**config.mk**
```make
export PLATFORM = sky130hd
export DESIGN_NAME = i2sm_tx_ctrl
export DESIGN_NICKNAME = d
export VERILOG_FILES = /design/src/rtl/i2sm_tx_ctrl.sv
export SDC_FILE = /design/constraint.sdc
export NUM_CORES = 1
export LEC_CHECK = 0
export CAP_MARGIN = 20
export CELL_PAD_IN_SITES_DETAIL_PLACEMENT = 1
export CELL_PAD_IN_SITES_GLOBAL_PLACEMENT = 1
export CORE_ASPECT_RATIO = 1.75
export CORE_MARGIN = 8
export CORE_UTILIZATION = 36
export CTS_CLUSTER_SIZE = 25
export DETAILED_ROUTE_END_ITERATION = 10
export PLACE_DENSITY = 0.84
export RECOVER_POWER = 25
export SYNTH_ARGS = -nofsm -noshare
export SYNTH_HDL_FRONTEND = slang
export SYNTH_SLANG_ARGS = --single-unit
export TNS_END_PERCENT = 100
```
**constraint.sdc**
```tcl
create_clock -name clk -period 3.5 [get_ports clk]
set_input_delay 0.7 -clock clk [delete_from_list [all_inputs] [get_ports clk]]
set_output_delay 0.7 -clock clk [all_outputs]
set_load 0.02 [all_outputs]
```
**src/rtl/i2sm_tx_ctrl.sv**
```systemverilog
// Frame scheduler between the sample FIFO read side and the I2S master transmitter (MCLK domain).
// Optional macro UNDERRUN_HOLD_EN: on underrun repeat the last fetched sample instead of muting.
module i2sm_tx_ctrl #(
  parameter int DW           = 24,
  parameter int LW           = 10,
  parameter int START_LEVEL  = 256,
  parameter int MAX_UNDERRUN = 4,
  parameter int CW           = 16
) (
  input  logic            clk,
  input  logic            rst,
  input  logic            enable,
  input  logic            frame_req,
  output logic            fifo_rd_en,
  input  logic            fifo_empty,
  input  logic [LW-1:0]   fifo_level,
  input  logic [2*DW-1:0] fifo_rd_data,
  output logic            o_valid,
  output logic [DW-1:0]   l_sample,
  output logic [DW-1:0]   r_sample,
  output logic            running,
  output logic [CW-1:0]   underrun_cnt,
  output logic            req_overlap
);

  typedef enum logic [2:0] {IDLE, PRIME, RUN, RD, LATCH} state_t;

  localparam logic [LW:0]   START_LVL = START_LEVEL[LW:0];
  localparam logic [CW-1:0] MAX_CONSEC = MAX_UNDERRUN[CW-1:0];

  state_t state, next_state;
  logic fetch_start, underrun, zero_req, capture, reprime;
  logic via_rd;
  logic [CW-1:0] consec;
  logic d1_valid, d2_valid;
  logic [2*DW-1:0] d1_data, d2_data;
  logic [2*DW-1:0] sub_data;

`ifdef UNDERRUN_HOLD_EN
  logic [2*DW-1:0] hold_data;
  assign sub_data = hold_data;
`else
  assign sub_data = '0;
`endif

  always_ff @(posedge clk) begin
    if (rst) state <= IDLE;
    else     state <= next_state;
  end

  // Zero answers and underrun substitutes ride a 2-stage delay so every
  // frame_req sees its o_valid exactly three cycles later.
  always_comb begin
    next_state  = state;
    fetch_start = 1'b0;
    underrun    = 1'b0;
    zero_req    = 1'b0;
    capture     = 1'b0;
    reprime     = 1'b0;
    case (state)
      IDLE: begin
        zero_req = frame_req;
        if (enable) next_state = PRIME;
      end
      PRIME: begin
        zero_req = frame_req;
        if (!enable)                            next_state = IDLE;
        else if ({1'b0, fifo_level} >= START_LVL) next_state = RUN;
      end
      RUN: begin
        if (!enable) begin
          zero_req   = frame_req;
          next_state = IDLE;
        end else if (frame_req) begin
          if (!fifo_empty) begin
            fetch_start = 1'b1;
            next_state  = RD;
          end else begin
            underrun   = 1'b1;
            next_state = LATCH;
          end
        end
      end
      RD: next_state = LATCH;
      LATCH: begin
        capture = via_rd;
        if (!enable) next_state = IDLE;
        else if ((MAX_UNDERRUN != 0) && !via_rd && (consec >= MAX_CONSEC)) begin
          reprime    = 1'b1;
          next_state = PRIME;
        end else next_state = RUN;
      end
      default: next_state = IDLE;
    endcase
  end

  always_ff @(posedge clk) begin
    if (rst) begin
      fifo_rd_en   <= 1'b0;
      via_rd       <= 1'b0;
      running      <= 1'b0;
      d1_valid     <= 1'b0;
      d1_data      <= '0;
      d2_valid     <= 1'b0;
      d2_data      <= '0;
      o_valid      <= 1'b0;
      l_sample     <= '0;
      r_sample     <= '0;
      underrun_cnt <= '0;
      consec       <= '0;
      req_overlap  <= 1'b0;
    end else begin
      fifo_rd_en <= fetch_start;
      via_rd     <= (state == RD);
      running    <= (next_state == RUN) || (next_state == RD) || (next_state == LATCH);
      d1_valid   <= zero_req | underrun;
      d1_data    <= underrun ? sub_data : '0;
      d2_valid   <= d1_valid;
      d2_data    <= d1_data;
      o_valid    <= capture | d2_valid;
      if (capture) begin
        l_sample <= fifo_rd_data[2*DW-1:DW];
        r_sample <= fifo_rd_data[DW-1:0];
      end else if (d2_valid) begin
        l_sample <= d2_data[2*DW-1:DW];
        r_sample <= d2_data[DW-1:0];
      end
      if (underrun) begin
        if (underrun_cnt != '1) underrun_cnt <= underrun_cnt + 1'b1;
        if (consec != '1)       consec       <= consec + 1'b1;
      end
      if (capture || reprime) consec <= '0;
      if (frame_req && ((state == RD) || (state == LATCH))) req_overlap <= 1'b1;
    end
  end

`ifdef UNDERRUN_HOLD_EN
  // Held sample restarts from silence whenever playback must re-prime.
  always_ff @(posedge clk) begin
    if (rst)                     hold_data <= '0;
    else if (capture)            hold_data <= fifo_rd_data;
    else if (next_state == PRIME) hold_data <= '0;
  end
`endif

endmodule

```
* Word level (Yosys, flattened, before mapping) *
Cells that the tools add are included.

storage, ports and cells
  flip-flop bits (word level) = 90
  word-level logic and storage cells = 67
  output and inout port bits = 68

operators by class
  reduce and logical (&&, ||, !) cells = 14
  $lt $le $gt $ge = 2
  multiplexer cells = 23
  bitwise gates (word level) = 5
  equality and inequality tests = 9
  add/sub/neg operators = 2

operators by type and width
  operator                                               number
  two-way mux 24 bit                                     3
  adder 16 x 1 -> 16 bit (second input constant)         2
  inequality test 16 bit (second input constant)         2
  two-way mux 3 bit                                      6
  >= comparator 16 x 3 -> 1 bit (second input constant)  1
  case mux 3 bit (5 select lines)                        1
  equality test 3 x 2 -> 1 bit (second input constant)   4
  >= comparator 10 x 9 -> 1 bit (second input constant)  1
  two-way mux 1 bit                                      10
  equality test 3 bit (second input constant)            2
  logical OR 1 bit                                       4
  two-way mux 2 bit                                      2
  AND reduction 2 bit                                    2
  OR reduction 2 bit                                     2
  OR reduction 4 bit                                     1
  equality test 3 x 1 -> 1 bit (second input constant)   1
  zero test 3 bit                                        1
  inverter 1 bit                                         3
  logical AND 1 bit                                      2
  bitwise OR 1 bit                                       2
  case mux 1 bit (2 select lines)                        1
  nonzero test 2 bit                                     1
  zero test 1 bit                                        1

* Logic depth before layout (Yosys ltp) *
  depth after elaboration = 8
  gate-level depth with buffers = 8
  mapped depth without buffers = 5

* Least setup slack after synthesis *
No wires, ideal clock.

  path type = input-to-reg
  start = input port frame_req
  end = register underrun_cnt[9]
  cell stages on the path = 5
  data arrival time = 2.032 ns
  path slack = 1.398 ns
  library setup time = 0.070 ns
  data required time = 3.430 ns
  cell sequence = nand4b_4 > or4_1 > clkbuf_2 > or4_1 > a21oi_1

between the ends
  cells in the longest elaborated chain, start to end = 4

RTL lines
  item                           line  RTL
  from (decl)                    13    input logic frame_req,
  two-way mux 1 bit              74    end else if (frame_req) begin
  two-way mux 1 bit              71    if (!enable) begin
  two-way mux 1 bit              60    case (state)
  AND reduction 2 bit (no line)  -
  to (signal assigned)           129   if (underrun_cnt != '1) underrun_cnt <= underrun_cnt + 1'b1;
  to (decl)                      22    output logic [CW-1:0] underrun_cnt,

No other way between the ends.
A chain may end at the register's enable or synchronous reset.

==> out/qor.txt <==
=================================================================================================
Result of the run .................................................................. complete, no violations
Total routing usage reported by global routing .....................................       0.1818
Synthesized flop and latch total ...................................................           90
Ordered list of cells on the worst path ............................................ clkbuf_1 -> clkbuf_2 -> inv_1 -> o311ai_0 -> o41ai_1
Unrepaired setup endpoints after global routing ....................................        false
Leak Pwr ...........................................................................  0.001744 uW
Total chip power ...................................................................      2176 uW
DRC marker count from the first detailed-route iteration ...........................          160
Crit path max-delay family ......................................................... buffers and inverters
Endpoint kind of the worst setup timing path .......................................     register
Period Utilization, post-route .....................................................       0.8486
Clock insertion delay at the later pin of the skew report ..........................      0.33 ns
Number of hold buffers added after CTS .............................................            0
Slew Viols, Final ..................................................................            0
Post-layout instance count excluding filler cells ..................................          719
Area share of the leading cell type in the synthesized netlist .....................       0.4472
Worst Hold Class ................................................................... register to register
Share of flip-flops with an asynchronous set or reset after synthesis ..............            0
Max-Slew Margin vs Limit ...........................................................      0.02365
Clock-pin slew on the worst setup and hold paths ...................................      0.07 ns
Ratio of cells with drive above 1 in the final layout ..............................      0.04600
Number of global-route vias before repair ..........................................        4,332
Number of hold violations in the final report ......................................            0
Number of vias after detailed routing ..............................................        4,100
Dpl cells ..........................................................................          703
MaxCap Viol Count ..................................................................            0
Areal power density over the cells ................................................. 386.9 nW/um^2
CTS Buffer Depth ...................................................................            2
Global-route wire length before repair .............................................    21,820 um
Max Freq ...........................................................................    336.7 MHz
Combined flip-flop and latch cell area .............................................    1802 um^2
GRT overflow .......................................................................            0
Sinks on Clock Net .................................................................           90
Detail-routed via count per cell ...................................................        5.702
Total number of yosys warnings .....................................................            0
RD Place Congestion ................................................................       0.8246
Syn Std Cell Area ..................................................................    4029 um^2
Biggest fanout along the worst timing path .........................................           44
Synth top area cells ............................................................... sky130_fd_sc_hd__dfxtp_1 (45%), sky130_fd_sc_hd__a21oi_1 (9.2%), sky130_fd_sc_hd__nand3b_1 (8.9%), sky130_fd_sc_hd__nand2_1 (6.3%), sky130_fd_sc_hd__or4_1 (2.6%)
Core utilization of the finished layout ............................................       0.5095
Data required time at the worst endpoint ...........................................      3.68 ns
Library cell with the largest summed area after synthesis .......................... sky130_fd_sc_hd__dfxtp_1
Synthesized instance count .........................................................          476
Endpoints failing setup ............................................................            0
Diodes inserted ....................................................................            0
Category of the critical setup timing path ......................................... input pin to register
Floorplan core area ................................................................  11,040 um^2
Total wire length ..................................................................    13,490 um
TritonCTS clock tree ...............................................................        built
Std-Cell Rows ......................................................................           51
Area of the multi-input gates ......................................................    2049 um^2
Minimum clock period after layout ..................................................     2.970 ns
HPWL after detailed placement ......................................................      9804 um
Slowest library cell on the worst path ............................................. sky130_fd_sc_hd__clkbuf_1
Number of buffers inserted during clock tree synthesis .............................            9
Share of synthesized area occupied by flip-flops and latches .......................       0.4472
Commonest cells after routing, fill and taps aside ................................. sky130_fd_sc_hd__clkdlybuf4s50_1 (117), sky130_fd_sc_hd__dfxtp_1 (90), sky130_fd_sc_hd__a21oi_1 (74)
Mean post-synth cell area ..........................................................   8.464 um^2
Die Span X .........................................................................     95.97 um
Worst path bufs/invs ...............................................................            3
Number of distinct library cell variants in the gate-level netlist after synthesis .           50
I/O pins ...........................................................................          131
Final TNS setup ....................................................................         0 ns
Most frequent standard cell in the layout excluding fill and tap cells ............. sky130_fd_sc_hd__clkdlybuf4s50_1
Initial standard-cell utilization of the core ......................................       0.3650
Die Y-Extent .......................................................................     155.9 um
Final Hold Slack ...................................................................    0.4393 ns
Clk Tree Root Cell ................................................................. sky130_fd_sc_hd__clkbuf_16
Setup repair bufs after CTS ........................................................            0
Number of enable-type register cells in the synthesized netlist ....................            0
Number of antenna-violating nets in the routed design ..............................            0
Count of instances resized after the clock tree is built ...........................            0
Area growth, synth to finish .......................................................       39.60%
Total die area .....................................................................  14,970 um^2
Main synth FF type ................................................................. sky130_fd_sc_hd__dfxtp_1
Antenna violations before repair ...................................................            0
Worst Setup Start Kind .............................................................    input pin
Filler cell count ..................................................................        1,287
Clock H-tree levels ................................................................            3
Port buffer count ..................................................................          122
# DRC ..............................................................................            0
Final layout net count .............................................................          648
Final setup skew ...................................................................  0.007272 ns
Worst IR drop on VDD ...............................................................     233.7 uV
Final routed wire length divided by cell count .....................................     18.76 um
Synthesized Nets ...................................................................          542
DR pass1 iterations ................................................................            4
Pin count of the biggest net entering global routing ...............................           50
Critical Path Max Stage Delay ......................................................      1.03 ns
Data arrival time of the critical path .............................................      3.15 ns
Tightest Pin Transition ............................................................     1.465 ns
=================================================================================================
[logic make-up after synthesis]
group / synth area share
AO/OA/AOI/OAI: 0.1727
flip-flops: 0.4472
buffers and inverters: 0.04286
multiplexers: 0.01056
AND/OR/NAND/NOR: 0.3174
adder cells (fa/ha/maj): 0.009318
[layer usage]
metal | up-vias | global-route usage | wire length [um]
li1 | 1963 | - | -
met1 | 2012 | 0.1892 | 5180
met5 | - | 0 | 0
met4 | 0 | 0.06264 | 249
met3 | 18 | 0.03566 | 683
met2 | 107 | 0.3418 | 7379
[cell type report]
cell class / count / area share
tap: 132 / 0.02937
clock buffer: 9 / 0.04004
multi-input combinational: 344 / 0.3644
timing repair buffer: 128 / 0.2231
sequential: 90 / 0.3204
clock inverter: 7 / 0.01669
inverter: 9 / 0.006007
[path summary, 6_finish.rpt]
kind / startpoint / end / slack, ns / depth (start not counted)
setup / recovery: rst / underrun_cnt[10]$_SDFFE_PP0P_ / 0.53 / 5
hold / removal: d1_valid$_SDFF_PP0_ / d2_valid$_SDFF_PP0_ / 0.44 / 1
setup reg to reg: state[2]$_SDFF_PP0_ / r_sample[12]$_SDFFE_PP0P_ / 1.00 / 5
hold reg to reg: d1_valid$_SDFF_PP0_ / d2_valid$_SDFF_PP0_ / 0.44 / 1
[Yosys cell counts (2+ instances only)]
master	count
sky130_fd_sc_hd__nor4_1	8
sky130_fd_sc_hd__ha_1	3
sky130_fd_sc_hd__buf_2	2
sky130_fd_sc_hd__buf_1	3
sky130_fd_sc_hd__a311oi_1	3
sky130_fd_sc_hd__clkbuf_1	25
sky130_fd_sc_hd__and3_1	4
sky130_fd_sc_hd__o21ai_0	7
sky130_fd_sc_hd__a211oi_1	4
sky130_fd_sc_hd__o21a_1	2
sky130_fd_sc_hd__mux2_2	2
sky130_fd_sc_hd__nand3_1	14
sky130_fd_sc_hd__o31ai_1	12
sky130_fd_sc_hd__a21oi_1	74
sky130_fd_sc_hd__dfxtp_1	90
sky130_fd_sc_hd__a2111oi_0	2
sky130_fd_sc_hd__nand2_1	68
sky130_fd_sc_hd__inv_1	9
sky130_fd_sc_hd__nor3_1	8
sky130_fd_sc_hd__a31oi_1	4
sky130_fd_sc_hd__mux2i_1	2
sky130_fd_sc_hd__nand4_1	10
sky130_fd_sc_hd__or3_1	4
sky130_fd_sc_hd__nor2_1	16
sky130_fd_sc_hd__and4_1	8
sky130_fd_sc_hd__o41ai_1	4
sky130_fd_sc_hd__nor2b_1	5
sky130_fd_sc_hd__nand3b_1	48
sky130_fd_sc_hd__or4_1	14
[where the power goes]
group	internal, uW	switching, uW	total [uW]
Combinational	68.8	44.0	113
Clock	624	408	1030
Sequential	1030	3.93	1030
Total	1720	456	2180
[state kept, by name, summed over array words and instances (netlist names)]
signal / flops
l_sample: 24
r_sample: 24
consec: 16
underrun_cnt: 16
state: 3
d1_valid: 1
d2_valid: 1
fifo_rd_en: 1
o_valid: 1
req_overlap: 1
running: 1
via_rd: 1
[metrics by stage]
stage               instance area [um^2]  setup WS [ns]
floorplan                           4029          1.398
global placement                    5316         0.6163
detailed placement                  5316         0.5451
CTS                                 5635         0.9106
global route                        5624         0.3532
finish                              5624         0.5299
Power figures use the tool's default switching activity.
